`config.mk`:
```
export PLATFORM = sky130hd
export DESIGN_NAME = imem_loader
export DESIGN_NICKNAME = d
export VERILOG_FILES = /design/src/rtl/imem_loader_pkg.sv /design/src/rtl/imem_loader_word_packer.sv /design/src/rtl/imem_loader.sv
export SDC_FILE = /design/constraint.sdc
export NUM_CORES = 1
export LEC_CHECK = 0
export BUFFER_PORTS_ARGS = -buffer_cell sky130_fd_sc_hd__buf_2
export CORE_UTILIZATION = 55
export DETAILED_ROUTE_END_ITERATION = 8
export PLACE_DENSITY = 0.84
export SLEW_MARGIN = 20
export SYNTH_ARGS = -nofsm -noshare
export SYNTH_HDL_FRONTEND = slang
export SYNTH_SLANG_ARGS = --single-unit
```
`constraint.sdc`:
```
create_clock -name i_clk_w -period 5 [get_ports i_clk_w]
set_input_delay 0.25 -clock i_clk_w [delete_from_list [all_inputs] [get_ports i_clk_w]]
set_output_delay 0.25 -clock i_clk_w [all_outputs]
set_load 0.02 [all_outputs]
```
`src/rtl/imem_loader_pkg.sv`:
```
// Shared types and constants for the IMEM program loader.
// The first byte of a word lands in the highest byte lane (big-endian).
package imem_loader_pkg;

    localparam int unsigned ADDR_W_DEF = 6;
    localparam int unsigned DEPTH_DEF  = 64;

    localparam int unsigned BYTE_LANES = 4;
    localparam int unsigned FIRST_LANE = BYTE_LANES - 1;

    typedef enum logic [2:0] {
        ST_IDLE    = 3'd0,
        ST_COLLECT = 3'd1,
        ST_WRITE   = 3'd2,
        ST_DONE    = 3'd3,
        ST_ERR     = 3'd4
    } state_t;

    function automatic logic is_loading(input state_t s);
        return (s == ST_COLLECT) || (s == ST_WRITE);
    endfunction

endpackage

```
`src/rtl/imem_loader_word_packer.sv`:
```
// Packs accepted bytes big-endian into a 32-bit word; word_full_o pulses
// combinationally on the accept of the fourth byte, the word is held until the next accept.
module word_packer
    import imem_loader_pkg::*;
(
    input  logic        clk_i,
    input  logic        rst_i,
    input  logic        clr_i,
    input  logic        accept_i,
    input  logic [7:0]  byte_i,
    output logic [31:0] word_o,
    output logic        word_full_o
);

    logic [1:0]  cnt_q, cnt_d;
    logic [31:0] shift_q, shift_d;

    always_comb begin
        cnt_d   = cnt_q;
        shift_d = shift_q;
        if (clr_i) begin
            cnt_d   = 2'd0;
            shift_d = 32'd0;
        end else if (accept_i) begin
            cnt_d   = cnt_q + 2'd1;
            // Shifting left pushes earlier bytes toward the top lane.
            shift_d = {shift_q[8*FIRST_LANE-1:0], byte_i};
        end
    end

    always_ff @(posedge clk_i) begin
        if (rst_i) begin
            cnt_q   <= 2'd0;
            shift_q <= 32'd0;
        end else begin
            cnt_q   <= cnt_d;
            shift_q <= shift_d;
        end
    end

    assign word_o      = shift_q;
    assign word_full_o = accept_i && !clr_i && (cnt_q == 2'd3);

endmodule

```
`src/rtl/imem_loader.sv`:
```
// Byte-stream IMEM loader: packs 4 bytes per word, writes one cycle after the 4th byte,
// holds the core in reset while loading; byte_ready drops during the write cycle and on abort.
module imem_loader
    import imem_loader_pkg::*;
#(
    parameter int unsigned ADDR_W = ADDR_W_DEF,
    parameter int unsigned DEPTH  = DEPTH_DEF
) (
    input  logic              i_clk_w,
    input  logic              i_rst_w,
    input  logic              i_start_w,
    input  logic [ADDR_W:0]   i_len_w,
    input  logic              i_abort_w,
    input  logic              i_byte_valid_w,
    input  logic [7:0]        i_byte_w,
    output logic              o_byte_ready_w,
    output logic              o_we_w,
    output logic [ADDR_W-1:0] o_waddr_w,
    output logic [31:0]       o_wdata_w,
    output logic              o_cpu_rst_w,
    output logic              o_busy_w,
    output logic              o_done_w,
    output logic              o_err_w,
    output logic [ADDR_W:0]   o_words_w,
    output logic [31:0]       o_checksum_w
);

    localparam logic [ADDR_W:0] LEN_MAX = (ADDR_W+1)'(DEPTH);

    state_t              state_q, state_d;
    logic [ADDR_W:0]     len_q, len_d;
    logic [ADDR_W:0]     words_q, words_d;
    logic [ADDR_W-1:0]   waddr_q, waddr_d;
    logic [31:0]         checksum_q, checksum_d;
    logic                cpu_rst_q;

    logic                start_phase;
    logic                len_ok;
    logic                start_ok;
    logic                byte_accept;
    logic                packer_clr;
    logic                word_full;
    logic [31:0]         packed_word;
    logic [ADDR_W:0]     words_inc;

    assign start_phase = (state_q == ST_IDLE) || (state_q == ST_DONE) || (state_q == ST_ERR);
    assign len_ok      = (i_len_w != '0) && (i_len_w <= LEN_MAX);
    assign start_ok    = start_phase && i_start_w && len_ok;
    assign byte_accept = i_byte_valid_w && o_byte_ready_w;
    assign packer_clr  = start_ok || ((state_q == ST_COLLECT) && i_abort_w);
    assign words_inc   = words_q + (ADDR_W+1)'(1);

    word_packer u_packer (
        .clk_i       (i_clk_w),
        .rst_i       (i_rst_w),
        .clr_i       (packer_clr),
        .accept_i    (byte_accept),
        .byte_i      (i_byte_w),
        .word_o      (packed_word),
        .word_full_o (word_full)
    );

    always_ff @(posedge i_clk_w) begin
        if (i_rst_w) begin
            state_q <= ST_IDLE;
        end else begin
            state_q <= state_d;
        end
    end

    always_comb begin
        state_d = state_q;
        case (state_q)
            ST_IDLE, ST_DONE, ST_ERR: begin
                if (i_start_w) begin
                    state_d = len_ok ? ST_COLLECT : ST_ERR;
                end
            end
            ST_COLLECT: begin
                if (i_abort_w) begin
                    state_d = ST_ERR;
                end else if (word_full) begin
                    state_d = ST_WRITE;
                end
            end
            ST_WRITE: begin
                // The write itself always completes; abort only redirects what follows.
                if (i_abort_w) begin
                    state_d = ST_ERR;
                end else if (words_inc == len_q) begin
                    state_d = ST_DONE;
                end else begin
                    state_d = ST_COLLECT;
                end
            end
            default: state_d = ST_IDLE;
        endcase
    end

    always_comb begin
        o_byte_ready_w = (state_q == ST_COLLECT) && !i_abort_w;
        o_we_w         = (state_q == ST_WRITE);
        o_busy_w       = is_loading(state_q);
        o_done_w       = (state_q == ST_DONE);
        o_err_w        = (state_q == ST_ERR);
    end

    always_comb begin
        len_d      = len_q;
        words_d    = words_q;
        waddr_d    = waddr_q;
        checksum_d = checksum_q;
        if (start_ok) begin
            len_d      = i_len_w;
            words_d    = '0;
            waddr_d    = '0;
            checksum_d = 32'd0;
        end else if (state_q == ST_WRITE) begin
            words_d    = words_inc;
            waddr_d    = waddr_q + ADDR_W'(1);
            checksum_d = checksum_q ^ packed_word;
        end
    end

    always_ff @(posedge i_clk_w) begin
        if (i_rst_w) begin
            len_q      <= '0;
            words_q    <= '0;
            waddr_q    <= '0;
            checksum_q <= 32'd0;
            cpu_rst_q  <= 1'b1;
        end else begin
            len_q      <= len_d;
            words_q    <= words_d;
            waddr_q    <= waddr_d;
            checksum_q <= checksum_d;
            // Registered from the next state so the core reset tracks the state exactly.
            cpu_rst_q  <= is_loading(state_d);
        end
    end

    assign o_waddr_w    = waddr_q;
    assign o_wdata_w    = packed_word;
    assign o_words_w    = words_q;
    assign o_checksum_w = checksum_q;
    assign o_cpu_rst_w  = cpu_rst_q;

endmodule

```
==> results of run 1 <==
==> Yosys cell counts (2+ instances only) <==
library cell	number
nor4_1	3
nand3_1	6
clkbuf_1	19
xnor2_1	12
o211ai_1	3
buf_2	4
ha_1	3
dfxtp_1	90
nor2_1	54
nand4_1	3
buf_6	2
xor2_1	41
nand2_1	115
a21oi_1	50
o21ai_0	9
inv_1	2
nor3_1	7
==> worst max-delay path by stage <==
stage,to,cells after the start,from,slack [ns]
2_1_floorplan,o_cpu_rst_w,6,o_words_w[0],2.77
3_3_place_gp,u_packer.cnt_q[0],6,i_len_w[0],2.00
3_5_place_dp,u_packer.word_o[12],6,i_len_w[0],1.92
4_1_cts,u_packer.word_o[12],5,state_q[1],2.09
5_1_grt,u_packer.word_o[12],5,state_q[1],1.83
6_report,u_packer.word_o[12],5,state_q[1],2.11
==> kinds of logic (layout without fill, tap and decap cells) <==
logic type / count (synthesis) / in the layout
adder cells (fa/ha/maj): 3 / 3
AO/OA/AOI/OAI: 72 / 72
AND/OR/NAND/NOR: 198 / 198
flip-flops: 90 / 90
multiplexers: 1 / 1
XOR/XNOR: 53 / 53
buffers and inverters: 30 / 121
==> power breakdown <==
part	switching, mW	internal [mW]
Combinational	0.0378	0.0185
Clock	0.285	0.205
Sequential	0.00567	0.721
==> registers in the layout (all words and copies together), names as in the netlist <==
name	count
o_words_w	7
state_q	3
u_packer.word_o	32
o_waddr_w	6
o_cpu_rst_w	1
o_checksum_w	32
u_packer.cnt_q	2
len_q	7
==> cell type report <==
cell class	count	area share (%)
clock buffers	10	3.16
repair buffers	103	11.9
clock inverters	6	1.23
multi-input cells	327	40.0
flip-flops and latches	90	41.3
inverters	2	0.172
well taps	77	2.21
==> metrics by stage <==
| step | setup slack (ns) | instances | power [mW] | hold slack, ns |
|---|---|---|---|---|
| after floorplan | 2.77 | 447 | 0.781 | 0.386 |
| after global placement | 2.00 | 599 | 0.798 | 0.446 |
| after detailed placement | 1.92 | 599 | 0.799 | 0.455 |
| after CTS | 2.09 | 615 | 1.27 | 0.0967 |
| after global routing | 1.83 | 615 | 1.32 | 0.103 |
| final | 2.11 | 615 | 1.27 | 0.100 |
==> critical path, delay by kind of cell, from the launching register on <==
kind,cells,cell delay (ns)
AOI/OAI and AO/OA,4,1.94
DFF,1,0.53
and+or+nand+nor,1,0.26
==> layer usage <==
layer / up-vias / GRT usage, % / share of wire, %
met5: - / 0 / 0
met4: 0 / 10.0 / 1.7
met3: 11 / 5.64 / 5.9
met2: 97 / 40.9 / 47
met1: 1494 / 31.4 / 45
li1: 1624 / - / -
==> metrics.md, run 1 <==
| Metric | Value |
|---|---|
| Final worst path period share | `57.8%` |
| Synth Warn # | `0` |
| GP Congestion | `0.808` |
| DP Area | `0.00417 sq mm` |
| CTS tree | `yes` |
| Hold Path End | `u_packer.word_o[7]` |
| Fin Setup TNS | `0 ns` |
| Buffers on Ports | `102` |
| Num Clock Sinks | `90` |
| Ant. Diodes | `0` |
| Hold Crit Depth | `3` |
| Worst r2r src | `state_q[1]` |
| CORE AREA | `0.00639 sq mm` |
| Design area | `0.00436 sq mm` |
| Crit path required time | `5.23 ns` |
| Largest area contributor in the netlist | `dfxtp_1` |
| H-tree depth | `3` |
| Fmax | `346 MHz` |
| Clk buf depth | `2` |
| DRC | `0` |
| Synth Flop Type | `dfxtp_1` |
| Main combinational cell family by area after synthesis | `simple AND/OR/NAND/NOR gates` |
| # resized after CTS | `0` |
| Synth Cell Area | `0.00368 sq mm` |
| Most frequent cells in the layout | `nand2_1 (115), buf_2 (102), dfxtp_1 (90)` |
| Commonest non-fill, non-tap cell in the layout | `nand2_1` |
| Die footprint | `0.00702 sq mm` |
| Compound-Gate Fraction of Synth Area | `11.1%` |
| Post-synthesis mux area share | `0.306%` |
| Total CTS buffers | `9` |
| PD cells | `292 mW/mm^2` |
| Outcome | `complete, no violations` |
| Actual slew at the worst max-slew pin | `1.06 ns` |
| Final Core Density | `68.3%` |
| Area growth from synthesis to layout | `18.5%` |
| Sequential area share after synthesis | `49.0%` |
| Top cells by area, synth | `dfxtp_1 (49%), nand2_1 (12%), xor2_1 (9.8%)` |
| Setup Fix Bufs, Post-CTS | `0` |
| FF-to-FF End | `u_packer.word_o[12]` |
| Layout cells sized above 1 | `23.4%` |
| R2R cell count | `5` |
| Overall routing resource usage | `24.8%` |
| Hold-fix buffers at CTS | `0` |
| Pre-Repair DR Iteration Count | `4` |
| MaxCap Viol Count | `0` |
| Setup Viol. Count Final | `0` |
| Mapped Nets | `470` |
| Post-Synth Simple-Gate Area | `22.1%` |
| Crit end category | `flop` |
| # rows | `29` |
| Total wire length | `8.29 mm` |
| First-pass GRT wire length | `13.9 mm` |
| Crit path DAT | `3.11 ns` |
| Multi-input gate area | `0.00174 sq mm` |
| Critical path, cell by cell | `and3b_2 -> o211ai_1 -> o21bai_4 -> a31o_2 -> a21oi_1` |
| Syn Area/Cell | `8.23 sq um` |
| Worst Path Class, Setup | `reg2reg` |
| Post-Synthesis Cells | `447` |
| Post-synth EDFFs | `0` |
| 1st-iter DRT viols | `210` |
| Clk_lat worst skew | `0.38 ns` |
| CTS root buf | `clkbuf_8` |
| Asr flop ratio synth | `0%` |
| Final ANT Viol Nets | `0` |
| Final hold vios | `0` |
| Slew Viols, Final | `0` |
| Setup Skew | `0.0115 ns` |
| Leakage dissipation | `1.86 nW` |
| Vias per inst | `5.25` |
| Yosys top cell area share | `49.0%` |
| Crit-path slowest cell | `o21bai_4` |
| Vias | `3226` |
| Top fanout value on the critical path | `46` |
| Vias in the first global route | `2973` |
| Die Wd | `83.8 microns` |
| FILL cells | `543` |
| Max stage delay on crit path | `0.88 ns` |
| DIE HEIGHT | `83.8 microns` |
| Nets | `556` |
| Synth cell types | `41` |
| Flop2flop setup slack | `2.11 ns` |
| Hpwl dp | `5.76 mm` |
| Adder-cell share of the synthesized area | `1.02%` |
| Hold crit path type | `in2reg` |
| Startpoint Class | `flop` |
| Flops & latches, synth | `90` |
| Starting Density | `57.6%` |
| XOR/XNOR Fraction of Synth Area | `12.6%` |
| Peak supply drop | `178 uV` |
| Min Tclk post-route | `2.89 ns` |
| GR Overflow Total | `0` |
| WL per Instance | `13.5 microns` |
| Worst-path clk slew | `0.10 ns` |
| Hold_sp | `i_byte_w[7]` |
| RSZ-0062 raised after global routing | `no` |
| # IOs | `103` |
| Largest net degree at the start of global routing | `47` |
| Reg area | `0.00180 sq mm` |
| Relative slew slack | `29.2%` |
| Initial antenna violation count | `0` |
No activity file was read; power rests on OpenSTA's default activity.
==> run 2, diff against run 1 <==
CORE_UTILIZATION = 47   (was 55)
PLACE_DENSITY = 0.76   (was 0.84)
clock period = 2.6 ns   (was 5 ns; I/O delays follow)
==> metrics.md, run 2 (synthesis gave the netlist of run 1 again) <==
| Metric | Value |
|---|---|
| Outcome | `complete, no violations` |
| Area growth from synthesis to layout | `22.0%` |
| Combinational Power Share | `4.5% (about the same)` |
| Most frequent cells in the layout | `nand2_1 (115), buf_2 (102), dfxtp_1 (90)` |
| Hold_sp | `i_byte_w[1]` |
| Ant. Diodes | `0 (unchanged)` |
| Actual slew at the worst max-slew pin | `0.705 ns (-0.355 ns)` |
| DRC | `0 (unchanged)` |
| Buffers on Ports | `102 (unchanged)` |
| Relative slew slack | `52.8% (+24 points)` |
| WL per Instance | `12.9 microns (-3.9%)` |
| Leakage dissipation | `1.91 nW (+3.0%)` |
| Total CTS buffers | `9 (unchanged)` |
| Setup Viol. Count Final | `0 (unchanged)` |
| Fmax | `416 MHz (+20%)` |
| Commonest non-fill, non-tap cell in the layout | `nand2_1` |
| Initial antenna violation count | `0 (unchanged)` |
| Hold-fix buffers at CTS | `2 (+2)` |
| Die Wd | `90.5 microns (+8.0%)` |
| CTS root buf | `clkbuf_8` |
| Starting Density | `49.7% (-8.0 points)` |
| Final hold vios | `0 (unchanged)` |
| PD cells | `574 mW/mm^2 (+97%)` |
| Layout cells sized above 1 | `23.9% (+0.53 points)` |
| Fin cells | `646 (+5.0%)` |
| Setup WS pre-CTS | `0.141 ns (-1.78 ns)` |
| First-pass GRT wire length | `14.3 mm (+2.6%)` |
| Top fanout value on the critical path | `11 (-76%)` |
| CTS tree | `yes` |
| Pre-Repair DR Iteration Count | `4 (unchanged)` |
| Num Clock Sinks | `90 (unchanged)` |
| FF-to-FF End | `o_cpu_rst_w` |
| Sw frac | `23.0% (-2.8 points)` |
| GP Congestion | `0.900 (+11%)` |
| Nets | `565 (+1.6%)` |
| Hold crit path type | `in2reg` |
| Vias | `3239 (+0.40%)` |
| Peak supply drop | `281 uV (+58%)` |
| Worst-path clk slew | `0.09 ns (about the same)` |
| Fin Setup TNS | `0 ns (unchanged)` |
| Crit path DAT | `2.64 ns (-0.47 ns)` |
| Overall routing resource usage | `21.4% (-3.4 points)` |
| Final worst path period share | `92.4% (+35 points)` |
| 1st-iter DRT viols | `136 (-35%)` |
| Power Total | `2.58 mW (+100%)` |
| H-tree depth | `3 (unchanged)` |
| Slew Viols, Final | `0 (unchanged)` |
| Switching power | `0.592 mW (+80%)` |
| Crit-path slowest cell | `dfxtp_1` |
| Setup Fix Bufs, Post-CTS | `0 (unchanged)` |
| GR Overflow Total | `0 (unchanged)` |
| FILL cells | `680 (+25%)` |
| Dpl cells | `628 (+4.8%)` |
| Post-route setup slack | `0.198 ns (-1.91 ns)` |
| Clock Power Share | `41.2% (+2.7 points)` |
| Setup Skew | `0.0134 ns (+0.00190 ns)` |
| Crit path required time | `2.84 ns (-2.39 ns)` |
| # rows | `31 (+6.9%)` |
| Clk buf depth | `2 (unchanged)` |
| Critical path, cell by cell | `or3b_4 -> or4_1 -> nor4_1 -> o211ai_1 -> a221o_1` |
| Hold Path End | `u_packer.word_o[1]` |
| Largest net degree at the start of global routing | `46 (-2.1%)` |
| R2R cell count | `5 (unchanged)` |
| DIE HEIGHT | `90.5 microns (+8.0%)` |
| Vias in the first global route | `3028 (+1.8%)` |
| MaxCap Viol Count | `0 (unchanged)` |
| Flop2flop setup slack | `0.20 ns (-1.91 ns)` |
| RSZ-0062 raised after global routing | `no` |
| Worst Path Class, Setup | `reg2reg` |
| Min Tclk post-route | `2.40 ns (-0.486 ns)` |
| Hold Crit Depth | `3 (unchanged)` |
| Startpoint Class | `flop` |
| Vias per inst | `5.01 (-4.4%)` |
| Final ANT Viol Nets | `0 (unchanged)` |
| CORE AREA | `0.00741 sq mm (+16%)` |
| Crit end category | `flop` |
| Max stage delay on crit path | `0.53 ns (-0.35 ns)` |
| Total wire length | `8.36 mm (+0.92%)` |
| Hpwl dp | `5.93 mm (+3.0%)` |
| # IOs | `103 (unchanged)` |
| Sequential share of power | `54.2% (-2.9 points)` |
| Die footprint | `0.00819 sq mm (+17%)` |
| P_int | `1.98 mW (+110%)` |
| # resized after CTS | `0 (unchanged)` |
| Worst r2r src | `state_q[1]` |
| Clk_lat worst skew | `0.35 ns (-0.03 ns)` |
[run 2: cell count changes in the layout (fill, tap and decap cells not counted)]
cell | before | now
and2_1 | 0 | 1
and2_2 | 2 | 1
buf_4 | 1 | 8
bufinv_16 | 0 | 2
clkbuf_1 | 0 | 1
clkbuf_8 | 10 | 9
dlygate4sd3_1 | 0 | 2
inv_6 | 4 | 2
[run 2: layer usage]
layer  track usage [%]  routed length (microns)  vias up
li1                  -                        -     1639
met1              27.6                     3990     1500
met2              35.4                     3910       88
met3              3.54                      323       12
met4              9.01                      133        0
met5                 0                        0        -
[run 2: through the flow]
stage                     cell area (sq um)  util [%]  hold WS, ns
final                                  4490      60.6       0.0139
after global routing                   4490      60.6       0.0126
after CTS                              4490      60.6      0.00153
after detailed placement               4250      57.3        0.379
after global placement                 4250      57.3        0.372
after floorplan                        3680         -        0.266
[run 2: layout make-up]
| class | instances | area [sq um] | area share, % |
|---|---|---|---|
| sequential | 90 | 1800 | 40.1 |
| multi-input combinational | 327 | 1740 | 38.8 |
| timing repair buffer | 112 | 591 | 13.2 |
| clock buffer | 10 | 128 | 2.84 |
| tap | 99 | 124 | 2.76 |
| clock inverter | 6 | 96.3 | 2.15 |
| inverter | 2 | 7.51 | 0.167 |
[run 2: how the worst max path moves through the flow]
stage                  from     endpoint  slack (ns)  depth (start not counted)
2_1_floorplan  o_words_w[0]  o_cpu_rst_w        0.37                          6
3_3_place_gp     state_q[1]  o_cpu_rst_w        0.30                          5
3_5_place_dp     state_q[1]  o_cpu_rst_w        0.14                          5
4_1_cts          state_q[1]  o_cpu_rst_w        0.20                          5
5_1_grt          state_q[1]  o_cpu_rst_w        0.04                          5
6_report         state_q[1]  o_cpu_rst_w        0.20                          5
[run 2: critical path: cells and delay by family, from the launching register on]
| kind | cells | cell delay (ns) |
|---|---|---|
| AO/OA/AOI/OAI | 2 | 0.49 |
| AND/OR/NAND/NOR | 3 | 1.27 |
| flip-flops | 1 | 0.53 |
[run 2: power by group through the flow]
stage | Sequential (mW) | Clock, mW | Combinational [mW]
after detailed placement | 1.43 | 0 | 0.115
after CTS | 1.40 | 1.08 | 0.118
after floorplan | 1.43 | 0 | 0.0761
final | 1.40 | 1.06 | 0.117
after global routing | 1.40 | 1.13 | 0.131
after global placement | 1.43 | 0 | 0.113
==> run 3, diff against run 2 <==
ABC_AREA = 1   (was not set)
CELL_PAD_IN_SITES_DETAIL_PLACEMENT = 1   (was not set)
CELL_PAD_IN_SITES_GLOBAL_PLACEMENT = 2   (was not set)
CORE_UTILIZATION = 26   (was 47)
PLACE_DENSITY = not set   (was 0.76)
PLACE_DENSITY_LB_ADDON = 0.1   (was not set)
==> metrics.md, run 3 <==
| Metric | Value |
|---|---|
| FILL cells | `1786 (+160%)` |
| Commonest non-fill, non-tap cell in the layout | `nand2_1` |
| Min Tclk post-route | `1.96 ns (-0.444 ns)` |
| Hpwl dp | `7.85 mm (+32%)` |
| Clk buf depth | `2 (unchanged)` |
| Setup Viol. Count Final | `0 (unchanged)` |
| Synth Warn # | `0 (unchanged)` |
| 1st-iter DRT viols | `131 (-3.7%)` |
| Vias per inst | `4.45 (-11%)` |
| Synth Cell Area | `0.00381 sq mm (+3.6%)` |
| Asr flop ratio synth | `0% (unchanged)` |
| Num Clock Sinks | `90 (unchanged)` |
| Top Layer Used | `met4` |
| Die footprint | `0.0152 sq mm (+85%)` |
| Overall routing resource usage | `15.5% (-5.9 points)` |
| Largest net degree at the start of global routing | `46 (unchanged)` |
| Fmax | `511 MHz (+23%)` |
| Nets | `615 (+8.8%)` |
| CTS tree | `yes` |
| Setup Fix Bufs, Post-CTS | `0 (unchanged)` |
| Vias | `3457 (+6.7%)` |
| GR Overflow Total | `0 (unchanged)` |
| Clk_lat worst skew | `0.35 ns (about the same)` |
| Most frequent cells in the layout | `nand2_1 (137), buf_2 (102), dfxtp_1 (90)` |
| Yosys top cell area share | `47.3% (-1.7 points)` |
| Crit path required time | `2.47 ns (-0.37 ns)` |
| H-tree depth | `3 (unchanged)` |
| Starting Density | `27.0% (-23 points)` |
| Syn Area/Cell | `7.70 sq um (-6.4%)` |
| Wire length on met1 | `5.05 mm (+27%)` |
| WL met3 | `587 microns (+82%)` |
| Layout cells sized above 1 | `23.3% (-0.67 points)` |
| Power Total | `2.85 mW (+11%)` |
| Top cells by area, synth | `dfxtp_1 (47%), nand2_1 (13%), a21oi_1 (7.5%)` |
| Relative slew slack | `34.0% (-19 points)` |
| Cell with the most instances after synthesis | `nand2_1` |
| GP Congestion | `0.735 (-18%)` |
| Buffers on Ports | `102 (unchanged)` |
| Post-synth top cells | `nand2_1 (137), dfxtp_1 (90), a21oi_1 (57)` |
| DRC | `0 (unchanged)` |
| DP Area | `0.00444 sq mm (+4.5%)` |
| Pre-Repair DR Iteration Count | `4 (unchanged)` |
| Final worst path period share | `75.3% (-17 points)` |
| Synth cell types | `34 (-17%)` |
| Sequential area share after synthesis | `47.3% (-1.7 points)` |
| Post-Synthesis Cells | `495 (+11%)` |
| Area growth from synthesis to layout | `24.5%` |
| WL per Instance | `14.2 microns (+9.9%)` |
| # rows | `43 (+39%)` |
| # IOs | `103 (unchanged)` |
| DIE HEIGHT | `123 microns (+36%)` |
| Worst Path Class, Setup | `reg2out` |
| Total CTS buffers | `9 (unchanged)` |
| Crit path DAT | `1.83 ns (-0.81 ns)` |
| Mapped Nets | `518 (+10%)` |
| Ant. Diodes | `0 (unchanged)` |
| Outcome | `complete, no violations` |
| Slew Viols, Final | `0 (unchanged)` |
| Fin Setup TNS | `0 ns (unchanged)` |
| Final ANT Viol Nets | `0 (unchanged)` |
| Initial antenna violation count | `0 (unchanged)` |
| Post-synth EDFFs | `0 (unchanged)` |
| Peak supply drop | `318 uV (+13%)` |
| DR WL met2 | `5.31 mm (+36%)` |
| Worst-path clk slew | `0.06 ns (-0.03 ns)` |
| Final hold vios | `0 (unchanged)` |
| Leakage dissipation | `1.92 nW (+0.44%)` |
| CORE AREA | `0.0141 sq mm (+90%)` |
| Flops & latches, synth | `90 (unchanged)` |
| PD cells | `602 mW/mm^2 (+4.9%)` |
| Largest area contributor in the netlist | `dfxtp_1` |
| Die Wd | `123 microns (+36%)` |
| Synth Flop Type | `dfxtp_1` |
| CTS root buf | `clkbuf_16` |
| Top fanout value on the critical path | `26 (+15)` |
| Total wire length | `11.1 mm (+32%)` |
| # resized after CTS | `0 (unchanged)` |
| Hold-fix buffers at CTS | `1 (-1)` |
| Hold crit path type | `in2reg` |
| MaxCap Viol Count | `0 (unchanged)` |
| Actual slew at the worst max-slew pin | `0.985 ns (+0.281 ns)` |
| Crit end category | `primary output` |
| Startpoint Class | `flop` |
| Design area | `0.00474 sq mm (+5.7%)` |
| RSZ-0062 raised after global routing | `no` |
| Setup Skew | `0.00786 ns (-0.00554 ns)` |
| Vias in the first global route | `3492 (+15%)` |
| First-pass GRT wire length | `17.8 mm (+24%)` |
-- run 3: changes by cell type after synthesis, moves of 6 or more --
cell / delta
inv_1: +40
nand2_1: +22
xor2_1: -38
xnor2_1: +14
a21oi_1: +7
nand3_1: +17
inv_2: +6
nor3_1: -6
clkbuf_1: -18
buf_4: +9
-- run 3: metrics by stage --
| step | cells | utilization (%) | setup slack, ns | hold slack (ns) |
|---|---|---|---|---|
| 5_1_grt | 777 | 33.7 | 0.433 | 0.0284 |
| 4_1_cts | 777 | 33.7 | 0.586 | 0.0141 |
| 6_report | 777 | 33.7 | 0.642 | 0.0326 |
| 2_1_floorplan | 495 | - | 0.978 | 0.199 |
| 3_3_place_gp | 760 | 31.5 | 0.747 | 0.347 |
| 3_5_place_dp | 760 | 31.5 | 0.665 | 0.349 |
-- run 3: cells by family (layout without fill, tap and decap cells) --
kind of cell	Yosys count	in the layout	share of synthesized area [%]
simple gates	236	236	27.0
compound gates	69	69	9.65
xor+xnor	29	29	6.66
fa+ha+maj	3	3	0.985
flops	90	90	47.3
buf+inv	68	170	8.43
-- run 3: power by group --
part / leakage [nW] / total, mW / internal (mW) / switching [mW]
clock: 0.149 / 1.32 / 0.769 / 0.554
sequential: 0.727 / 1.40 / 1.39 / 0.00998
combinational: 1.05 / 0.131 / 0.0386 / 0.0922
-- run 3: final timing paths --
kind                             end  cells after the start  slack (ns)         startpoint
setup / recovery              o_we_w                      3        0.64         state_q[1]
hold / removal    u_packer.word_o[5]                      3        0.03        i_byte_w[5]
setup reg to reg     o_checksum_w[9]                      7        0.69         state_q[1]
hold reg to reg    u_packer.cnt_q[1]                      2        0.47  u_packer.cnt_q[1]
-- run 3: per-layer routing --
metal  vias up  GRT usage (%)
li1       1743              -
met1      1636           18.7
met2        71           26.3
met3         7           5.49
met4         0           3.84
met5         -              0
-- run 3: final cells by class --
class	count	area (sq um)	share of cell area [%]
Sequential cell	90	1800	38.0
Tap cell	180	225	4.75
Multi-Input combinational cell	337	1690	35.6
Clock buffer	11	243	5.12
Timing Repair Buffer	105	548	11.6
Inverter	49	184	3.88
Clock inverter	5	53.8	1.13
-- run 3: critical path, stage by stage (launching register included) --
cell and delay, ns:
dfxtp_1 0.42, nand3_2 0.33, inv_2 0.47, buf_2 0.26
